`src/rtl/axis_pkt_framer_pkg.sv`:
```
// ---------------------------------------------------------------------------
// axis_pkt_framer_pkg
//   Shared definitions for the AXI-Stream packet framer:
//     - state_t     : FSM state encodings (3-bit)
//     - FRAME_OVH   : non-payload beats added per frame (header + trailer(s))
//   Configuration macro: AXIS_FRAMER_CSUM_EN
//     defined   -> checksum trailer state exists, FRAME_OVH = 3
//     undefined -> count trailer only,            FRAME_OVH = 2
// ---------------------------------------------------------------------------
package axis_pkt_framer_pkg;

`ifdef AXIS_FRAMER_CSUM_EN
    typedef enum logic [2:0] {
        ST_IDLE     = 3'd0,
        ST_HDR      = 3'd1,
        ST_BODY     = 3'd2,
        ST_TRL_CNT  = 3'd3,
        ST_TRL_CSUM = 3'd4
    } state_t;

    localparam int FRAME_OVH = 3;
`else
    typedef enum logic [2:0] {
        ST_IDLE     = 3'd0,
        ST_HDR      = 3'd1,
        ST_BODY     = 3'd2,
        ST_TRL_CNT  = 3'd3
    } state_t;

    localparam int FRAME_OVH = 2;
`endif

endpackage : axis_pkt_framer_pkg

```
`src/rtl/axis_pkt_framer.sv`:
```
// ---------------------------------------------------------------------------
// axis_pkt_framer
//   Takes whole packets from an upstream packet-mode AXI-S FIFO and re-emits
//   each one as a frame: one header beat carrying a sequence number, the
//   payload unchanged, then a trailer carrying the payload beat count
//   (saturating) and, optionally, an XOR checksum of the payload.
//   One registered output stage, full throughput in the body, no payload
//   storage.
//
// Configuration macro: AXIS_FRAMER_CSUM_EN (adds the checksum trailer beat;
//   tlast then moves from the count beat to the checksum beat).
//
// Parameters
//   DSIZE     data width of s_tdata / m_tdata
//   CNTW      width of pkt_count
//   SEQ_INIT  sequence number loaded at reset (low DSIZE bits used)
//
// Ports
//   aclk       in   clock, rising edge
//   aresetn    in   asynchronous active-low reset
//   s_tdata    in   payload data
//   s_tvalid   in   payload valid
//   s_tlast    in   last payload beat of a packet
//   s_tready   out  payload accepted on s_tvalid & s_tready
//   m_tdata    out  framed data (registered)
//   m_tvalid   out  framed valid (registered)
//   m_tlast    out  last beat of frame (registered)
//   m_tready   in   downstream ready
//   pkt_count  out  completed frames, wraps modulo 2^CNTW
//   busy       out  FSM not idle
// ---------------------------------------------------------------------------
module axis_pkt_framer
    import axis_pkt_framer_pkg::*;
#(
    parameter int DSIZE    = 8,
    parameter int CNTW     = 16,
    parameter int SEQ_INIT = 0
) (
    input  logic             aclk,
    input  logic             aresetn,
    input  logic [DSIZE-1:0] s_tdata,
    input  logic             s_tvalid,
    input  logic             s_tlast,
    output logic             s_tready,
    output logic [DSIZE-1:0] m_tdata,
    output logic             m_tvalid,
    output logic             m_tlast,
    input  logic             m_tready,
    output logic [CNTW-1:0]  pkt_count,
    output logic             busy
);

    localparam logic [DSIZE-1:0] SEQ_RST = DSIZE'(SEQ_INIT);
    localparam logic [DSIZE-1:0] ONE_D   = DSIZE'(1);
    localparam logic [CNTW-1:0]  ONE_C   = CNTW'(1);

    state_t           state_q, state_d;
    logic [DSIZE-1:0] data_q,  data_d;
    logic             valid_q, valid_d;
    logic             last_q,  last_d;
    logic [DSIZE-1:0] seq_q,   seq_d;
    logic [DSIZE-1:0] bcnt_q,  bcnt_d;
    logic [CNTW-1:0]  cnt_q,   cnt_d;
`ifdef AXIS_FRAMER_CSUM_EN
    logic [DSIZE-1:0] csum_q,  csum_d;
`endif

    // Output register may take a new beat when it is empty or being drained.
    logic ld;
    assign ld = !valid_q || m_tready;

    assign s_tready  = (state_q == ST_BODY) && ld;
    assign busy      = (state_q != ST_IDLE);
    assign m_tdata   = data_q;
    assign m_tvalid  = valid_q;
    assign m_tlast   = last_q;
    assign pkt_count = cnt_q;

    // ------------------------------------------------------------------
    // Next-state / next-output logic
    // ------------------------------------------------------------------
    always_comb begin
        // NOTE: every variable gets its hold value first so no path through
        // the case statement leaves one unassigned (which would infer a latch).
        state_d = state_q;
        data_d  = data_q;
        valid_d = valid_q;
        last_d  = last_q;
        seq_d   = seq_q;
        bcnt_d  = bcnt_q;
        cnt_d   = cnt_q;
`ifdef AXIS_FRAMER_CSUM_EN
        csum_d  = csum_q;
`endif

        // A load slot with nothing new to present empties the register;
        // the branches below override this when they do produce a beat.
        if (ld) begin
            valid_d = 1'b0;
        end

        case (state_q)
            ST_IDLE: begin
                // Packet is only observed here; its first beat is taken in BODY.
                if (s_tvalid) begin
                    state_d = ST_HDR;
                end
            end

            ST_HDR: begin
                if (ld) begin
                    data_d  = seq_q;
                    last_d  = 1'b0;
                    valid_d = 1'b1;
                    bcnt_d  = '0;
`ifdef AXIS_FRAMER_CSUM_EN
                    csum_d  = '0;
`endif
                    state_d = ST_BODY;
                end
            end

            ST_BODY: begin
                if (s_tvalid && ld) begin
                    data_d  = s_tdata;
                    last_d  = 1'b0;
                    valid_d = 1'b1;
                    if (bcnt_q != '1) begin
                        bcnt_d = bcnt_q + ONE_D;
                    end
`ifdef AXIS_FRAMER_CSUM_EN
                    csum_d  = csum_q ^ s_tdata;
`endif
                    if (s_tlast) begin
                        state_d = ST_TRL_CNT;
                    end
                end
            end

            ST_TRL_CNT: begin
                if (ld) begin
                    data_d  = bcnt_q;
                    valid_d = 1'b1;
`ifdef AXIS_FRAMER_CSUM_EN
                    last_d  = 1'b0;
                    state_d = ST_TRL_CSUM;
`else
                    last_d  = 1'b1;
                    seq_d   = seq_q + ONE_D;
                    cnt_d   = cnt_q + ONE_C;
                    state_d = ST_IDLE;
`endif
                end
            end

`ifdef AXIS_FRAMER_CSUM_EN
            ST_TRL_CSUM: begin
                if (ld) begin
                    data_d  = csum_q;
                    last_d  = 1'b1;
                    valid_d = 1'b1;
                    seq_d   = seq_q + ONE_D;
                    cnt_d   = cnt_q + ONE_C;
                    state_d = ST_IDLE;
                end
            end
`endif

            default: begin
                state_d = ST_IDLE;
            end
        endcase
    end

    // ------------------------------------------------------------------
    // State and output registers
    // ------------------------------------------------------------------
    // NOTE: sequential state uses non-blocking assignments so every register
    // samples the pre-edge value of every other register.
    always_ff @(posedge aclk or negedge aresetn) begin
        if (!aresetn) begin
            state_q <= ST_IDLE;
            data_q  <= '0;
            valid_q <= 1'b0;
            last_q  <= 1'b0;
            seq_q   <= SEQ_RST;
            bcnt_q  <= '0;
            cnt_q   <= '0;
`ifdef AXIS_FRAMER_CSUM_EN
            csum_q  <= '0;
`endif
        end else begin
            state_q <= state_d;
            data_q  <= data_d;
            valid_q <= valid_d;
            last_q  <= last_d;
            seq_q   <= seq_d;
            bcnt_q  <= bcnt_d;
            cnt_q   <= cnt_d;
`ifdef AXIS_FRAMER_CSUM_EN
            csum_q  <= csum_d;
`endif
        end
    end

endmodule : axis_pkt_framer

```
`config.mk`:
```
export PLATFORM = sky130hd
export DESIGN_NAME = axis_pkt_framer
export DESIGN_NICKNAME = d
export VERILOG_FILES = /design/src/rtl/axis_pkt_framer_pkg.sv /design/src/rtl/axis_pkt_framer.sv
export SDC_FILE = /design/constraint.sdc
export NUM_CORES = 1
export LEC_CHECK = 0
export BUFFER_PORTS_ARGS = -buffer_cell sky130_fd_sc_hd__buf_2
export CAP_MARGIN = 25
export CORE_MARGIN = 2
export CORE_UTILIZATION = 39
export CTS_BUF_LIST = sky130_fd_sc_hd__clkbuf_8
export CTS_CLUSTER_DIAMETER = 120
export CTS_CLUSTER_SIZE = 28
export DETAILED_ROUTE_END_ITERATION = 16
export SYNTH_ARGS = -nofsm -noshare
export SYNTH_HDL_FRONTEND = slang
export SYNTH_SLANG_ARGS = --single-unit
export TNS_END_PERCENT = 100
```
`constraint.sdc`:
```
create_clock -name aclk -period 1.85 [get_ports aclk]
set_clock_uncertainty 0.2 [all_clocks]
set_input_delay 0.2775 -clock aclk [delete_from_list [all_inputs] [get_ports aclk]]
set_output_delay 0.2775 -clock aclk [all_outputs]
set_load 0.01 [all_outputs]
```
# Word-level counts from Yosys, hierarchy flattened
# Index checks and enable logic that the tools add are counted.
# op_classes
n_addsub	3
eq_ne	10
muxes	22
reduce_logical	13
# op_table
op	n
8-bit 2-to-1 mux	6
8-bit one-hot mux with 3 select lines	1
16-bit by 1-bit adder with 16-bit output (second input constant)	1
8-bit by 1-bit adder with 8-bit output (second input constant)	2
8-bit one-hot mux with 2 select lines	1
3-bit 2-to-1 mux	5
3-bit one-hot mux with 4 select lines	1
2-bit inequality test (second input constant)	4
8-bit inequality test (second input constant)	1
4-bit AND reduction	2
3-bit by 2-bit == test with 1-bit output (second input constant)	2
1-bit 2-to-1 mux	6
3-bit nonzero test	2
5-bit AND reduction	1
2-bit by 1-bit inequality test with 1-bit output (second input constant)	2
3-bit by 1-bit == test with 1-bit output (second input constant)	1
3-bit zero test	1
1-bit one-hot mux with 3 select lines	1
1-bit logical AND	2
1-bit one-hot mux with 2 select lines	1
2-bit AND reduction	1
2-bit nonzero test	1
2-bit OR reduction	1
1-bit zero test	1
1-bit logical OR	1
# word_totals
regBits	45
input_bits	13
output_inout_bits	28
word_cells	55

# Depth between registers and ports, before layout
# depth
depth_word	5
mapped_depth	7
ltp_nobuf	6

# Worst setup path before layout
# Ideal clock, no wire load.
# synth_timing
kind	register to register
startpoint	reg state_q[0]
endpoint	reg data_q[0], in the netlist m_tdata[0]
setup_time_ns	0.125
t_arrival_ns	1.589
required_time_ns	1.525
path_slack_ns	-0.064
stages_incl_launch_ff	6
n_path_buf	0
period_less_slack_ns	1.914
cell_sequence	dfrtp_1 inv_1 ha_1 o21bai_1 a21oi_2 mux2_2
# synth_between
elab_chain_len	3
elab_cells_between_ends	9
classes_between	eq/ne (6); mux (1); reduce/logical (2)
# synth_lines
element	line	source
start, declared	axis_pkt_framer.sv:57	state_t state_q, state_d;
start signal, assigned	axis_pkt_framer.sv:193	state_q <= state_d;
3-bit by 2-bit == test with 1-bit output / 3-bit by 1-bit == test with 1-bit output (equally long branches)	axis_pkt_framer.sv:102	case (state_q)
2-bit by 1-bit inequality test with 1-bit output (no source line) (tied with other cells)	-	
4-bit AND reduction (no source line)	-	
end signal, assigned	axis_pkt_framer.sv:194	data_q <= data_d;
end, declared	axis_pkt_framer.sv:58	logic [DSIZE-1:0] data_q, data_d;
# Parallel ways exist; a longest one is shown, timed or not.
# A chain may end at the register's enable or synchronous reset.

# Worst setup path in the final report
# layout_timing
startpoint	reg state_q[1]
endpoint	reg bcnt_q[7]
# layout_between
elab_chain_len	3
elab_cells_between_ends	8
classes_between	eq/ne (5); mux (1); reduce/logical (2)
# layout_lines
element	line	source
3-bit by 2-bit == test with 1-bit output / 3-bit by 1-bit == test with 1-bit output (equally long branches)	axis_pkt_framer.sv:102	
2-bit by 1-bit inequality test with 1-bit output (no source line) (tied with other cells)	-	
4-bit AND reduction (no source line)	-	
end signal, assigned	axis_pkt_framer.sv:198	bcnt_q <= bcnt_d;
end, declared	axis_pkt_framer.sv:62	logic [DSIZE-1:0] bcnt_q, bcnt_d;
# Parallel ways exist; a longest one is shown, timed or not.

==> impl_metrics.csv <==
group,metric,value,unit
logic_synthesis,ys.warnings.count,0,
layout,register_area,1100,µm²
critical_path,standard_cell_with_the_maximum_stage_delay_on_the_critical_path,"dfrtp_2",
placement,port_buffers,40,
layout,multi_input_logic_area,1230,µm²
clock_tree,clock_tree.htree_level_count,2,
critical_path,worstPathMaxFanout,6,
logic_synthesis,synth_compound_gate_area_share,10.3,%
logic_synthesis,synthXorXnorAreaFrac,8.79,%
logic_synthesis,syn-cell-area,2190,µm²
logic_synthesis,synth_top_family_by_area,"simple AND/OR/NAND/NOR gates",
sta,slew_headroom,76.0,%
logic_synthesis,library_cell_with_the_largest_summed_area_after_synthesis,"dfrtp_1",
worst_hold_path,hold_path.class,"in2reg",
sta,finalCriticalPeriod,1.93,ns
sta,hold_violations,0,
logic_synthesis,synth_top_area_share,50.3,%
critical_path,flop2flop_setup_slack,-0.08,ns
global_routing,grt_pass1_vias,1792,
critical_path,arrival,1.93,ns
floorplan,die-area,6230,µm²
critical_path,cp-end-kind,"register",
sta,max_slew.worst_pin.slew,0.359,ns
logic_synthesis,post_synth_main_area_contributors,"dfrtp_1, nand2_1, xnor2_1, ha_1, mux2_2",
critical_path,worstSetupPathType,"reg2reg",
global_routing,grt_max_degree,45,
floorplan,die_width,79.0,µm
route,routed_wirelength,5.26,mm
route,vias_per_cell,5.07,
sta,finalWorstSetupSlack,-0.0826,ns
floorplan,design.core.area,5470,µm²
power,pwr_density_cell,1540,nW/µm²
route,drt_iter0_markers,99,
floorplan,start_util,40.0,%
critical_path,timing.critical_path.cells,"ha_4, mux2_4, o211ai_1, or2_1, buf_6, o41ai_2",
clock_tree,clock_tree.buffer_depth,2,
critical_path,crit_path_max_incr_delay,0.49,ns
sta,timing.final.max_slew_violations,0,
power,power.static_leakage,1.42,nW
critical_path,critPathRequiredTime,1.85,ns
sta,achievable-frequency,0.517,GHz
route,vias,1811,
status,violated_checks,"negative setup slack",
layout,layout-area-overhead-vs-synth,40.2,%
clock_tree,tritoncts_clock_tree,"built",
clock_tree,worst_skew_pair.late_latency,0.30,ns
job,max_cap_viol_count,0,
clock_tree,cts-root-buf,"clkbuf_8",
sta,fin_worst_hold_slack,0.123,ns
route,remaining_drc_errors,0,
floorplan,num_io_pins,41,
floorplan,std_cell_rows,27,
route,post_drt_wl_per_cell,14.7,µm
placement,dp_slack,-0.0796,ns
clock_tree,tritoncts_num_sinks,44,
status,run_status,"finished, violations left",
floorplan,die-height,79.0,µm
logic_synthesis,syn_nets,233,
global_routing,grt_usage,17.5,%
logic_synthesis,number_of_distinct_library_cell_variants_in_the_gate_level_netlist_after_synthesis,36,
global_routing,global_route_wire_length_before_repair,8.52,mm
sta,rsz0062_at_grt,"yes",
clock_tree,numCtsBuffers,5,
layout,final_area,3070,µm²
placement,dpl-instance-area,2630,µm²
logic_synthesis,syn_avg_cell_area,10.4,µm²
clock_tree,cts.reportedPaths.clkPinSlew,0.09,ns
logic_synthesis,synth_adder_area_share,5.14,%
layout,antenna_diode_count,0,
logic_synthesis,synthMuxAreaShare,5.60,%
critical_path,critPathTopFamily,"flip-flops",
layout,n_fill_cell,487,
critical_path,path_buf_inv,1,
layout,nets,306,
sta,setup_viol_count_final,15,
logic_synthesis,seq_area_frac_synth,50.3,%
critical_path,setup.worst_path.start_class,"register",
placement,hpwl,3.53,mm
placement,place.gp.congestion,0.791,
route,drtPass1Iterations,4,
global_routing,globalRouteOverflowTotal,0,
global_routing,antenna_found_initial,0,
sta,finalCritPeriodShare,104,%
power,peakVddDrop,781,µV
logic_synthesis,yosys.area_share.simple,17.4,%
sta,setup_total_negative_slack,-0.674,ns
logic_synthesis,synth_seq_cells,44,
layout,post_route_cells_drive_above_1_share,40.7,%
route,antenna_left,0,
logic_synthesis,synth_cells,211,
==> cells by family after synthesis <==
group                      after synthesis
adders and majority gates                9
muxes                                   11
buffers and inverters                   14
DFF                                     44
and+or+nand+nor                         79
xor gates and xnor gates                22
AOI/OAI and AO/OA                       32
==> sequential cells by signal (all words and copies together), names as in the netlist <==
name       count
seq_q          8
m_tlast        1
m_tdata        8
pkt_count     16
bcnt_q         8
state_q        2
m_tvalid       1
==> through the flow <==
stage	instances	power, mW	util, %
final	357	4.72	56.1
after global routing	357	5.05	56.1
after CTS	351	4.17	52.0
after detailed placement	339	3.19	48.1
after global placement	339	3.14	48.1
after floorplan	211	2.46	-
==> cells in the mapped netlist <==
master and count:
ha_1 9, a21oi_2 1, nand2_1 36, o21bai_1 1, o41ai_1 2, buf_2 2, o21ai_0 10, o41ai_2 1
nand4_1 9, nor3_1 4, and2_1 2, xnor2_1 15, nand2b_1 3, clkbuf_1 3, a22oi_1 8, a21oi_1 1
mux2_1 1, mux2_2 9, nor4_1 2, o32ai_1 1, dfrtp_1 44, o211ai_1 1, o22ai_1 1, nor2b_1 2
and4_1 2, nor2_1 9, o21a_1 3, inv_1 9, nor4_2 1, xor2_1 7, or3_1 1, nand3_1 5
o31ai_1 2, mux2i_1 1, and3_1 2, or2_0 1
==> final cells by class <==
class | instances | area share [%]
multi-input combinational | 153 | 40.0
sequential | 44 | 35.9
timing repair buffer | 71 | 16.0
tap | 72 | 2.93
clock buffer | 6 | 2.69
clock inverter | 2 | 1.26
inverter | 9 | 1.26
==> tightest hold or removal path: cells and delay by family <==
kind            cells  cell delay, ns
mux                 1            0.13
buf+inv             1            0.08
simple gates        1            0.06
compound gates      1            0.05
==> routing by layer <==
layer  vias to the layer above  part of all wire (%)  global-route usage (%)
li1                        885                     -                       -
met1                       882                    45                    22.9
met2                        37                    49                    28.8
met3                         7                   4.4                    4.32
met4                         0                   1.6                    5.17
met5                         -                     0                       0
==> placed cells by master, fill, tap and decap left out, types with 3 or more instances in the layout <==
master    netlist  layout
nand2_1        36      34
mux2_4          0      10
o21ai_2         0       4
a22oi_1         8       8
ha_4            0       4
o21ai_0        10       6
o41ai_2         1       3
ha_1            9       4
nand4_1         9       9
buf_6           0      10
nor3_1          4       3
xnor2_1        15      15
clkbuf_8        0       6
buf_4           0      21
xor2_1          7       7
nand3_1         5       5
nand2b_1        3       3
dfrtp_1        44      43
o21a_1          3       3
inv_1           9       6
buf_2           2      38
nor2_1          9       7
==> worst paths after layout <==
check | from | to | cells past startpoint
worst max-delay path | state_q[1]$_DFFE_PN0P_ | bcnt_q[7]$_DFFE_PN0P_ | 6
worst min-delay path | s_tdata[6] | m_tdata[6]$_DFFE_PN0P_ | 4
worst max register to register | state_q[1]$_DFFE_PN0P_ | bcnt_q[7]$_DFFE_PN0P_ | 6
worst min register to register | seq_q[7]$_DFFE_PN0P_ | seq_q[7]$_DFFE_PN0P_ | 1
max in group asynchronous | aresetn | state_q[1]$_DFFE_PN0P_ | 3
min in group asynchronous | aresetn | pkt_count[13]$_DFFE_PN0P_ | 3
==> power by group <==
| group | leakage [nW] | internal, mW | total [mW] | switching [mW] |
|---|---|---|---|---|
| Clock | 0.0614 | 0.442 | 0.788 | 0.346 |
| Combinational | 0.807 | 1.32 | 2.48 | 1.15 |
| Sequential | 0.552 | 1.21 | 1.45 | 0.244 |
==> timing repair <==
action | CTS | global route
hold buffers | 1 | 0
endpoints found under the hold margin | 44 | 0
pin swaps | 0 | 12
cloned | 1 | 1
gates resized for setup | 15 | 48
buffers inserted | 2 | 6
endpoints found under the setup margin | 21 | 24
No activity file was read; power rests on OpenSTA's default activity.
